<file path="config.mk">
export PLATFORM = sky130hd
export DESIGN_NAME = fetch_pc
export DESIGN_NICKNAME = d
export VERILOG_FILES = /design/src/rtl/fetch_pc_pkg.sv /design/src/rtl/fetch_npc.sv /design/src/rtl/fetch_pc.sv
export SDC_FILE = /design/constraint.sdc
export NUM_CORES = 1
export LEC_CHECK = 0
export CAP_MARGIN = 20
export CORE_AREA = 2 2 107 109
export CTS_CLUSTER_SIZE = 30
export DETAILED_ROUTE_END_ITERATION = 10
export DIE_AREA = 0 0 109 111
export PLACE_DENSITY_LB_ADDON = 0.05
export SLEW_MARGIN = 20
export SYNTH_ARGS = -nofsm -noshare
export SYNTH_HDL_FRONTEND = slang
export SYNTH_HIERARCHICAL = 1
export SYNTH_SLANG_ARGS = --single-unit
export TNS_END_PERCENT = 10
</file>
<file path="constraint.sdc">
create_clock -name clk -period 6 [get_ports clk]
set_input_delay 1.2 -clock clk [delete_from_list [all_inputs] [get_ports clk]]
set_output_delay 1.2 -clock clk [all_outputs]
set_load 0.01 [all_outputs]
</file>
<file path="src/rtl/fetch_pc_pkg.sv">
// Shared constants and types for the instruction-fetch PC stage.
package fetch_pc_pkg;

   // Address map of the instruction stream
   localparam logic [31:0] RESET_VEC   = 32'h0000_3000;
   localparam logic [31:0] HANDLER_VEC = 32'h0000_4180;
   localparam logic [31:0] TEXT_LO     = 32'h0000_3000;
   localparam logic [31:0] TEXT_HI     = 32'h0000_6FFC;

   // Exception codes reported by the fetch stage
   localparam logic [4:0] EXC_NONE = 5'd0;
   localparam logic [4:0] EXC_ADEL = 5'd4;

   // Next-PC source selected by the decode stage
   typedef enum logic [1:0] {
      NPC_SEQ = 2'd0,
      NPC_BR  = 2'd1,
      NPC_J   = 2'd2,
      NPC_JR  = 2'd3
   } npc_sel_e;

endpackage

</file>
<file path="src/rtl/fetch_npc.sv">
// Combinational next-PC mux: sequential, branch, jump and jump-register targets.
module fetch_npc
   import fetch_pc_pkg::*;
(
   input  logic [31:0] pc,
   input  logic [1:0]  npc_sel,
   input  logic        br_taken,
   input  logic [31:0] br_target,
   input  logic [31:0] j_target,
   input  logic [31:0] jr_target,
   output logic [31:0] npc
);

   logic [31:0] pc_plus4;
   npc_sel_e    sel;

   // Wraps naturally from 0xFFFF_FFFC to 0x0 in 32-bit arithmetic.
   assign pc_plus4 = pc + 32'd4;
   assign sel      = npc_sel_e'(npc_sel);

   // Pick the next fetch address from the decode-stage redirect sources
   always_comb begin
      // NOTE: default assignment first so no path leaves npc unassigned (no latch).
      npc = pc_plus4;
      case (sel)
         NPC_SEQ: npc = pc_plus4;
         NPC_BR:  npc = br_taken ? br_target : pc_plus4;
         NPC_J:   npc = j_target;
         NPC_JR:  npc = jr_target;
      endcase
   end

endmodule

</file>
<file path="src/rtl/fetch_pc.sv">
// Fetch-stage program counter with exception/eret redirect and fetch AdEL check.
// Optional feature macro: FETCH_ADEL_CHECK_EN (enables the address-error check).
module fetch_pc
   import fetch_pc_pkg::*;
(
   input  logic        clk,
   input  logic        reset,
   input  logic        en,
   input  logic        Req,
   input  logic        Eret,
   input  logic [31:0] EPC,
   input  logic [1:0]  npc_sel,
   input  logic [31:0] br_target,
   input  logic [31:0] j_target,
   input  logic [31:0] jr_target,
   input  logic        br_taken,
   input  logic        ctrl_D,
   input  logic [31:0] imem_rdata,
   output logic [31:0] PC,
   output logic [31:0] PC8,
   output logic [31:0] instr,
   output logic [4:0]  Excode_F,
   output logic        BD
);

   logic [31:0] pc_q;
   logic [31:0] pc_d;
   logic [31:0] npc;

   fetch_npc u_npc (
      .pc        (pc_q),
      .npc_sel   (npc_sel),
      .br_taken  (br_taken),
      .br_target (br_target),
      .j_target  (j_target),
      .jr_target (jr_target),
      .npc       (npc)
   );

   // Redirect priority: exception request, then eret, then stall, then normal flow
   always_comb begin
      pc_d = npc;
      if (Req) begin
         pc_d = HANDLER_VEC;
      end else if (Eret) begin
         pc_d = EPC;
      end else if (!en) begin
         pc_d = pc_q;
      end
   end

   // PC register; reset loads the boot vector asynchronously
   always_ff @(posedge clk or negedge reset) begin
      if (!reset) begin
         pc_q <= RESET_VEC;
      end else begin
         // NOTE: non-blocking so every flop samples pre-edge values.
         pc_q <= pc_d;
      end
   end

   assign PC  = pc_q;
   assign PC8 = pc_q + 32'd8;

   // A redirect flushes the slot, so the delay-slot flag is cleared with it.
   assign BD = ctrl_D & ~Req & ~Eret;

`ifdef FETCH_ADEL_CHECK_EN
   logic adel;

   // Address error is re-derived from the current PC every cycle; nothing is latched.
   assign adel     = (pc_q[1:0] != 2'b00) || (pc_q < TEXT_LO) || (pc_q > TEXT_HI);
   assign Excode_F = adel ? EXC_ADEL : EXC_NONE;
   assign instr    = adel ? 32'h0 : imem_rdata;
`else
   assign Excode_F = EXC_NONE;
   assign instr    = imem_rdata;
`endif

endmodule
</file>
==> metrics.md, run 1 <==
| Metric | Value |
|---|---|
| Gate Count Post-Synth | `555` |
| Final-report setup violation count | `0` |
| Main combinational cell family by area after synthesis | `simple AND/OR/NAND/NOR gates` |
| Final-stage net count | `863` |
| Peak VDD IR | `roughly 0.11 mV` |
| Sequential share of the synthesized area | `a little under a fifth` |
| Clock sinks | `32` |
| Pins over their slew limit | `0` |
| Final antenna-violating net count | `0` |
| Critical path peak fanout | `9` |
| Comb pwr share | `about two fifths` |
| Fin Setup TNS | `0 ns` |
| Synth Area in Simple Gates | `a little under a quarter` |
| Yosys warns | `6` |
| Inst Count DP | `828` |
| Setup slack after layout | `around 2 ns` |
| R2R Path Start | `PC[3]$_DFFE_PN0P_` |
| Maximum clock frequency | `250 MHz` |
| CP Capture Type | `primary output` |
| Via/cell ratio | `~6` |
| Mapped cell area | `about 4300 um2` |
| P&R area growth vs syn | `44.6%` |
| Synth Area in Compound Gates | `22.6%` |
| Clock skew | `~0.0073 ns` |
| Synth Area in XOR/XNOR | `roughly 11%` |
| Initial Utilization | `approximately two fifths` |
| Reg2Reg Depth | `10` |
| Die Footprint | `between 10000 and 15000 um2` |
| Hold endpoint | `PC[0]$_DFFE_PN0P_` |
| CP arrival | `2.80 ns` |
| Tcrit/Tclk final | `about two thirds` |
| Total Routing Usage GR | `27.1%` |
| Pwr per Cell Area | `around 150 nW/um2` |
| Status | `finished clean` |
| Top_reg_cell synth | `dfrtp_1` |
| Post-synth EDFFs | `0` |
| DRC viols | `0` |
| CP Launch Type | `register` |
| First-pass GRT wire length | `between 20000 and 30000 um` |
| ANT cells | `0` |
| Area of the core | `11100 um2` |
| Multiplexer share of the synthesized area | `approximately 11%` |
| Critical Path RT | `roughly 4.8 ns` |
| Clock share of power | `a little under a third` |
| Number of setup buffers added after CTS | `0` |
| Design area | `a little over 6000 um2` |
| First DRT Iteration DRCs | `310` |
| Placed Area | `about 6000 um2` |
| Total gr overflow | `0` |
| Pre-CTS setup slack | `between 1.5 and 2 ns` |
| # IOs | `approximately 270` |
| Static leakage | `approximately 2.4 nW` |
| Reg2Reg Setup Slack | `about 3.3 ns` |
| Via count | `4865` |
| Clk_lat worst skew | `between 0.2 and 0.3 ns` |
| DRT Pass-1 Iters | `5` |
| Adder-cell share of the synthesized area | `less than 1%` |
| Num rows | `39` |
| Setup CP Type | `register to primary output` |
| Avg Cell Area, Syn | `~7.7 um2` |
| Period minus WS final | `roughly 4.0 ns` |
| Pin count of the biggest net entering global routing | `63` |
| Pint | `between 0.6 and 0.7 mW` |
| Synth unique cells | `48` |
| Net Sw Frac | `between 30% and 40%` |
| Vias in the first global route | `about 4900` |
| Max clock buf depth | `2` |
| Final wirelength | `between 15000 and 20000 um` |
| HP Class | `register to register` |
| Layout cells sized above 1 | `roughly 7%` |
| Largest register FFs | `32` |
| Resized Gates After CTS | `0` |
| RSZ-0062 raised after global routing | `no` |
| CTS clk-pin slew, worst paths | `around 0.06 ns` |
| Clock Tree Root | `clkbuf_16` |
| Commonest non-fill, non-tap cell in the layout | `clkdlybuf4s50_1` |
| Non-Filler Instances | `~840` |
| Rel. slew slack | `a little under a third` |
| Initial antenna violation count | `0` |
| Sequential power share | `30.0%` |
| Hold violation count in the final report | `0` |
| Post-synth ARST share | `100%` |
| CTS buffer count | `5` |
| DP HPWL | `11900 um` |
| Max_cap viols | `0` |
| Die W | `109 um` |
| Reg-to-Reg End | `PC[24]$_DFFE_PN0P_` |
| Cell count of the worst hold path | `4` |
| Most frequent cells in the layout | `196 x clkdlybuf4s50_1, 84 x nor2_1, 64 x a21oi_1, 34 x mux2i_1, 30 x dfrtp_1` |
| Hold Path Origin | `PC[0]$_DFFE_PN0P_` |
| WL/cell | `between 20 and 25 um` |
| Worst slew pin tran | `1.03 ns` |
| Switch Pwr | `between 0.3 and 0.4 mW` |
| H-tree depth | `2` |
| Port Buffers | `201` |
| Die H | `about 110 um` |
| Global placement routability congestion | `about 0.86` |
| Cts hold-fix bufs | `0` |
| CTS tree | `yes` |
| FF+latch count, synth | `32` |
[layer usage]
layer	global-route usage [%]	up-vias	wire [um]
li1	-	2269	-
met4	8.72	0	416
met2	45.9	240	8260
met1	33.8	2326	6640
met3	5.94	30	1420
met5	0	-	0
[metrics by stage]
| step | util (%) | hold WS, ns | power, mW |
|---|---|---|---|
| finish | 55.6 | 0.726 | 0.926 |
| global route | 55.6 | 0.812 | 0.973 |
| CTS | 55.6 | 0.728 | 0.932 |
| detailed placement | 54.2 | 0.709 | 0.646 |
| global placement | 54.2 | 0.700 | 0.642 |
| floorplan | - | 0.716 | 0.468 |
[cells in the mapped netlist (all sizes together) (2+ instances only)]
master | n | share of area (%)
inv | 2 | 0.18
dfstp | 2 | 1.2
a22oi | 5 | 0.88
o22a | 8 | 1.6
a31oi | 3 | 0.44
clkinv | 2 | 0.18
and3 | 13 | 2.0
and2 | 3 | 0.47
o31ai | 6 | 1.1
dfrtp | 30 | 18
nand4 | 21 | 4.1
nor3 | 5 | 0.71
a21oi | 64 | 7.5
mux2i | 34 | 8.0
buf | 58 | 9.2
xor2 | 26 | 5.3
o221ai | 3 | 0.62
o22ai | 29 | 4.3
a221oi | 19 | 4.5
nand2b | 6 | 0.88
mux2 | 6 | 1.6
nor2b | 2 | 0.29
mux4 | 3 | 1.6
nand3 | 23 | 2.7
ha | 2 | 0.59
o221a | 3 | 0.79
and4 | 6 | 1.3
a211oi | 2 | 0.35
clkbuf | 22 | 1.9
nand2 | 25 | 2.2
xnor2 | 29 | 6.0
nor2 | 84 | 7.4
nor4 | 4 | 1.6
[power groups by stage]
| stage | combinational, mW | sequential (mW) | clock (mW) |
|---|---|---|---|
| final | 0.367 | 0.278 | 0.281 |
| after CTS | 0.368 | 0.277 | 0.287 |
| after floorplan | 0.195 | 0.273 | 0 |
| after detailed placement | 0.365 | 0.281 | 0 |
| after global placement | 0.361 | 0.280 | 0 |
| after global routing | 0.396 | 0.281 | 0.296 |
[area by class of cell]
class | instances | area, um2
fillers | 1102 | 4920
well taps | 143 | 179
flip-flops and latches | 32 | 803
multi-input cells | 443 | 2990
clock buffers | 7 | 153
repair buffers | 206 | 2020
inverters | 4 | 15.0
[how the worst max path moves through the flow]
stage	start	endpoint	slack, ns	depth (start not counted)
after floorplan	Eret	BD	2.90	3
after global placement	npc_sel[1]	PC[29]$_DFFE_PN0P_	2.02	9
after detailed placement	npc_sel[1]	PC[31]$_DFFE_PN0P_	1.90	11
after CTS	PC[4]$_DFFE_PN0P_	PC8[31]	1.97	6
after global routing	PC[6]$_DFFE_PN0P_	PC8[28]	1.81	5
final	PC[4]$_DFFE_PN0P_	PC8[29]	2.00	6
[cells by family (layout without fill, tap and decap cells)]
logic type | count (synthesis) | in the layout
adder cells (fa/ha/maj) | 2 | 2
other | 1 | 5
buffers and inverters | 84 | 217
AND/OR/NAND/NOR | 193 | 193
AO/OA/AOI/OAI | 145 | 145
XOR/XNOR | 55 | 55
multiplexers | 43 | 43
flip-flops | 32 | 32
[worst max-delay path, cell delays in order, from the launching register on]
cell and delay, ns:
dfrtp_1 0.55, ha_1 0.28, nand2_1 0.17, nor4_4 0.57, nand4_1 0.20, xnor2_1 0.17
clkdlybuf4s50_1 0.56
No activity file was read; power rests on OpenSTA's default activity.
==> run 2: changes to the inputs <==
--- a/config.mk
+++ b/config.mk
@@ -6,10 +6,10 @@
 export NUM_CORES = 1
 export LEC_CHECK = 0
 export CAP_MARGIN = 20
-export CORE_AREA = 2 2 107 109
+export CORE_AREA = 2 2 115 117
 export CTS_CLUSTER_SIZE = 30
 export DETAILED_ROUTE_END_ITERATION = 10
-export DIE_AREA = 0 0 109 111
+export DIE_AREA = 0 0 117 119
 export PLACE_DENSITY_LB_ADDON = 0.05
 export SLEW_MARGIN = 20
 export SYNTH_ARGS = -nofsm -noshare
==> constraint.sdc (replaced) <==
create_clock -name clk -period 3.4 [get_ports clk]
set_input_delay 0.68 -clock clk [delete_from_list [all_inputs] [get_ports clk]]
set_output_delay 0.68 -clock clk [all_outputs]
set_load 0.01 [all_outputs]
==> metrics.md, run 2 (same netlist as run 1, synthesis figures left out) <==
| Metric | Value |
|---|---|
| Max stage delay on crit path | `0.57 ns` |
| Final-stage net count | `~890` |
| Design area | `6370 um2` |
| Period minus WS final | `about 3.2 ns` |
| Net Sw Frac | `33.3%` |
| Clock sinks | `32` |
| Worst slew pin tran | `0.871 ns` |
| Max_cap viols | `0` |
| DRT Pass-1 Iters | `5` |
| Critical Path RT | `2.72 ns` |
| Reg2Reg Setup Slack | `between 0.6 and 0.7 ns` |
| Placed Area | `approximately 6200 um2` |
| Clock skew | `approximately 0.0051 ns` |
| Fin util | `slightly below 50%` |
| Via/cell ratio | `5.48` |
| Final wirelength | `17600 um` |
| RSZ-0062 raised after global routing | `no` |
| Pins over their slew limit | `0` |
| Total Routing Usage GR | `roughly a quarter` |
| CTS clk-pin slew, worst paths | `0.06 ns` |
| P&R area growth vs syn | `49.6%` |
| Port Buffers | `around 200` |
| Most frequent cells in the layout | `196 x clkdlybuf4s50_1, 84 x nor2_1, 64 x a21oi_1, 34 x mux2i_1, 30 x dfrtp_1` |
| Comb pwr share | `42.6%` |
| Layout cells sized above 1 | `9.65%` |
| CP Launch Type | `register` |
| CP bufs+invs | `3` |
| Setup CP Type | `register to primary output` |
| Seq. cell area | `about 800 um2` |
| Reg2Reg Depth | `10` |
| Final-report setup violation count | `0` |
| Hold violation count in the final report | `0` |
| Cts hold-fix bufs | `0` |
| Switch Pwr | `~0.54 mW` |
| Clock share of power | `between 20% and 30%` |
| Die H | `119 um` |
| Status | `finished clean` |
| Setup slack after layout | `approximately 0.22 ns` |
| Static leakage | `between 2 and 2.5 nW` |
| # IOs | `271` |
| Total gr overflow | `0` |
| Pin count of the biggest net entering global routing | `a little over 60` |
| Clk_lat worst skew | `between 0.2 and 0.3 ns` |
| DP HPWL | `between 10000 and 15000 um` |
| Critical path peak fanout | `10` |
| Pint | `around 1.1 mW` |
| Multi-input logic area | `between 2000 and 3000 um2` |
| CTS tree | `yes` |
| Pwr per Cell Area | `around 260 nW/um2` |
| Resized Gates After CTS | `0` |
| CP Cell Sequence | `nand3_1, buf_4, nor4_4, buf_4, nand4_1, xnor2_1, clkdlybuf4s50_1` |
| Rel. slew slack | `between 40% and 50%` |
| Final antenna-violating net count | `0` |
| Area of the core | `about 13000 um2` |
| HP Class | `input pin to asynchronous set/reset pin` |
| WL/cell | `between 15 and 20 um` |
| Worst path depth | `7` |
| CP Capture Type | `primary output` |
| Filler cell count | `~1300` |
| Pre-CTS setup slack | `about 0.29 ns` |
| Sequential power share | `28.6%` |
| Slowest cell on the critical path | `dfrtp_1` |
| H-tree depth | `2` |
| Die Footprint | `13900 um2` |
| CTS buffer count | `5` |
| Largest register FFs | `32` |
| Fin Setup TNS | `0 ns` |
| Delay-heaviest family, CP | `buffers and inverters` |
| First DRT Iteration DRCs | `a little under 300` |
| Maximum clock frequency | `roughly 310 MHz` |
| Fin Hold WS | `about 0.5 ns` |
| DRC viols | `0` |
| Vias in the first global route | `4897` |
| Max clock buf depth | `2` |
| Cell mode on critical path | `buf_4` |
| Clock Tree Root | `clkbuf_16` |
| CP arrival | `approximately 2.5 ns` |
| First-pass GRT wire length | `~27000 um` |
| Num rows | `42` |
| Initial antenna violation count | `0` |
| Initial Utilization | `about a third` |
| Die W | `roughly 120 um` |
| Tcrit/Tclk final | `between 90 and 100%` |
| Via count | `just under 5000` |
| Commonest non-fill, non-tap cell in the layout | `clkdlybuf4s50_1` |
| Peak VDD IR | `between 0.15 and 0.2 mV` |
| Global placement routability congestion | `between 0.8 and 0.9` |
## run 2: cell types whose count changed in the layout (fill, tap and decap cells not counted)
| cell | delta |
|---|---|
| diode_2 | +1 |
| buf_12 | +1 |
| nor2b_1 | +1 |
| clkbuf_1 | +2 |
| buf_4 | +21 |
| clkbuf_8 | -1 |
| nor2b_2 | -1 |
## run 2: path summary, 6_finish.rpt
kind | start | endpoint
max | PC[5]$_DFFE_PN0P_ | PC8[26]
min | reset | PC[28]$_DFFE_PN0P_
max reg2reg | PC[2]$_DFFE_PN0P_ | PC[22]$_DFFE_PN0P_
min reg2reg | PC[1]$_DFFE_PN0P_ | PC[1]$_DFFE_PN0P_
max in group asynchronous | reset | PC[9]$_DFFE_PN0P_
min in group clk | PC[1]$_DFFE_PN0P_ | PC[1]$_DFFE_PN0P_
## run 2: area by class of cell
| cell class | instances | share of cell area (%) |
|---|---|---|
| well taps | 176 | 3.46 |
| clock buffers | 8 | 2.30 |
| diodes | 1 | 0.0393 |
| multi-input cells | 443 | 46.8 |
| inverters | 4 | 0.236 |
| flip-flops and latches | 32 | 12.6 |
| repair buffers | 228 | 34.6 |
## run 2: per-layer routing
| metal | wire length (um) | part of all wire [%] | GRT usage (%) |
|---|---|---|---|
| met1 | 7320 | 42 | 32.2 |
| met2 | 8510 | 48 | 41.7 |
| met3 | 1200 | 6.8 | 5.19 |
| met4 | 544 | 3.1 | 10.5 |
| met5 | 0 | 0 | 0 |
## run 2: power by group through the flow
stage,Combinational [mW],Clock [mW],Sequential [mW]
final,0.696,0.469,0.468
after global routing,0.753,0.503,0.474
after detailed placement,0.695,0,0.474
after global placement,0.694,0,0.473
after floorplan,0.344,0,0.482
after CTS,0.700,0.483,0.468
## run 2: timing repair
| item | 4_1_cts | 5_1_grt |
|---|---|---|
| setup buffers | 1 | 1 |
| setup endpoints to repair | 2 | 7 |
| gates cloned | 0 | 0 |
| pin swaps | 1 | 1 |
## run 2: through the flow
step / power (mW) / std cells
after floorplan: 0.826 / 559
after CTS: 1.65 / 890
after detailed placement: 1.17 / 881
final: 1.63 / 892
after global routing: 1.73 / 891
after global placement: 1.17 / 881
==> run 3: changes to the inputs <==
--- a/config.mk
+++ b/config.mk
@@ -11,6 +11,7 @@
 export DETAILED_ROUTE_END_ITERATION = 10
 export DIE_AREA = 0 0 117 119
 export PLACE_DENSITY_LB_ADDON = 0.05
+export REMOVE_ABC_BUFFERS = 1
 export SLEW_MARGIN = 20
 export SYNTH_ARGS = -nofsm -noshare
 export SYNTH_HDL_FRONTEND = slang
==> metrics.md, run 3 (same netlist as run 1, synthesis figures left out) <==
| Metric | Value |
|---|---|
| Switch Pwr | `0.548 mW` |
| Layout cells sized above 1 | `between 10% and 20%` |
| Final-report setup violation count | `0` |
| Pins over their slew limit | `0` |
| CP arrival | `roughly 2.5 ns` |
| Max clock buf depth | `2` |
| Port Buffers | `201` |
| # IOs | `271` |
| CP Capture Type | `primary output` |
| Busiest metal layer after global routing | `met2` |
| Fin util | `between 40% and 50%` |
| Largest register FFs | `32` |
| Clock Tree Root | `clkbuf_16` |
| Max_cap viols | `0` |
| Initial antenna violation count | `0` |
| Peak VDD IR | `0.174 mV` |
| Hold violation count in the final report | `0` |
| ANT cells | `0` |
| Inst Count DP | `between 800 and 900` |
| Fin Setup TNS | `0 ns` |
| Grt met2 use | `around 40%` |
| Rel. slew slack | `between 40% and 50%` |
| Setup slack after layout | `0.225 ns` |
| Critical Path Source | `PC[7]$_DFFE_PN0P_` |
| Setup CP Type | `register to primary output` |
| Clock sinks | `32` |
| Die W | `roughly 120 um` |
| Filler cell count | `1298` |
| Final Power | `approximately 1.6 mW` |
| DRC viols | `0` |
| WL/cell | `about 21 um` |
| CTS clk-pin slew, worst paths | `approximately 0.06 ns` |
| CP Launch Type | `register` |
| Met1 global-route usage | `between 30% and 40%` |
| First-pass GRT wire length | `27900 um` |
| Status | `finished clean` |
| Commonest non-fill, non-tap cell in the layout | `clkdlybuf4s50_1` |
| DP HPWL | `between 10000 and 15000 um` |
| Reg2Reg Setup Slack | `between 0.6 and 0.7 ns` |
| HP Class | `input pin to asynchronous set/reset pin` |
| Vias in the first global route | `4849` |
| Total gr overflow | `0` |
| Clock share of power | `between 20 and 30%` |
| Sequential power share | `between 20% and 30%` |
| Global placement routability congestion | `0.809` |
| Comb pwr share | `a little over two fifths` |
| Net Sw Frac | `~33%` |
| R2R Path Start | `PC[2]$_DFFE_PN0P_` |
| Via count | `just under 5000` |
| Tcrit/Tclk final | `between 90 and 100%` |
| Num rows | `42` |
| CTS tree | `yes` |
| Clock skew | `~0.0053 ns` |
| Via/cell ratio | `~5.5` |
| Pin count of the biggest net entering global routing | `62` |
| Final-stage net count | `890` |
| Critical path peak fanout | `10` |
| DRT Pass-1 Iters | `5` |
| Worst slew pin tran | `between 0.8 and 0.9 ns` |
| Initial Utilization | `between 30% and 40%` |
| Total Routing Usage GR | `about a quarter` |
| Final antenna-violating net count | `0` |
| Non-Filler Instances | `approximately 900` |
| Met3 usage in global routing | `between 10% and 20%` |
| Maximum clock frequency | `315 MHz` |
| P&R area growth vs syn | `50.4%` |
| CTS buffer count | `5` |
| Clk_lat worst skew | `approximately 0.28 ns` |
| Period minus WS final | `about 3.2 ns` |
| RSZ-0062 raised after global routing | `no` |
| Static leakage | `between 2 and 3 nW` |
| Area of the core | `12900 um2` |
| Die H | `around 120 um` |
| Critical Path RT | `between 2 and 3 ns` |
| Pwr per Cell Area | `256 nW/um2` |
| Most frequent cells in the layout | `196 x clkdlybuf4s50_1, 84 x nor2_1, 64 x a21oi_1, 34 x mux2i_1, 31 x buf_4` |
| Die Footprint | `~14000 um2` |
| First DRT Iteration DRCs | `362` |
| Pint | `about 1.1 mW` |
| H-tree depth | `2` |
| Pre-CTS setup slack | `between 0.2 and 0.3 ns` |
| Final wirelength | `about 19000 um` |
-- run 3: power by group through the flow --
stage / Combinational, mW / Clock [mW] / Sequential (mW)
2_1_floorplan: 0.254 / 0 / 0.483
3_3_place_gp: 0.702 / 0 / 0.461
3_5_place_dp: 0.707 / 0 / 0.463
4_1_cts: 0.711 / 0.481 / 0.456
5_1_grt: 0.763 / 0.494 / 0.462
6_report: 0.709 / 0.475 / 0.456
-- run 3: area by class of cell --
class                   instances  area (um2)  area share [%]
multi-input cells             443        2980            46.6
repair buffers                233        2240            35.0
flip-flops and latches         32         803            12.5
well taps                     176         220            3.44
clock buffers                   8         146            2.28
inverters                       4        15.0           0.234
-- run 3: repair_timing --
item | 4_1_cts | 5_1_grt
setup buffers | 2 | 2
setup endpoints to repair | 1 | 7
endpoints found under the hold margin | 0 | 0
resized for setup | 0 | 0
hold buffers | 0 | 0
pin swaps | 1 | 1
-- run 3: final timing paths --
check                                           to  depth (start not counted)
max in group asynchronous       PC[17]$_DFFE_PN0P_                          1
min in group clk                 PC[0]$_DFFE_PN0P_                          4
worst min-delay path             PC[5]$_DFFE_PN0P_                          1
worst max-delay path                       PC8[27]                          7
worst max register to register  PC[26]$_DFFE_PN0P_                         10
worst min register to register   PC[0]$_DFFE_PN0P_                          4
-- run 3: metal layers --
metal  part of all wire (%)  routed length (um)
met5                   0.29                  55
met4                   0.68                 130
met2                     44                8380
met1                     45                8610
met3                     10                1940
-- run 3: worst max-delay path: stages, from the launching register on --
cell and delay [ns]:
dfrtp_1 0.56, nand4_4 0.21, nor4_4 0.30, buf_4 0.21
buf_4 0.13, nand3_1 0.08, xnor2_1 0.17, clkdlybuf4s50_1 0.56
-- run 3: per-stage QoR --
stage                     area [um2]  hold WS [ns]
final                           6410         0.524
after global routing            6410         0.583
after CTS                       6390         0.552
after detailed placement        6230         0.714
after global placement          6230         0.697
after floorplan                 3800         0.384
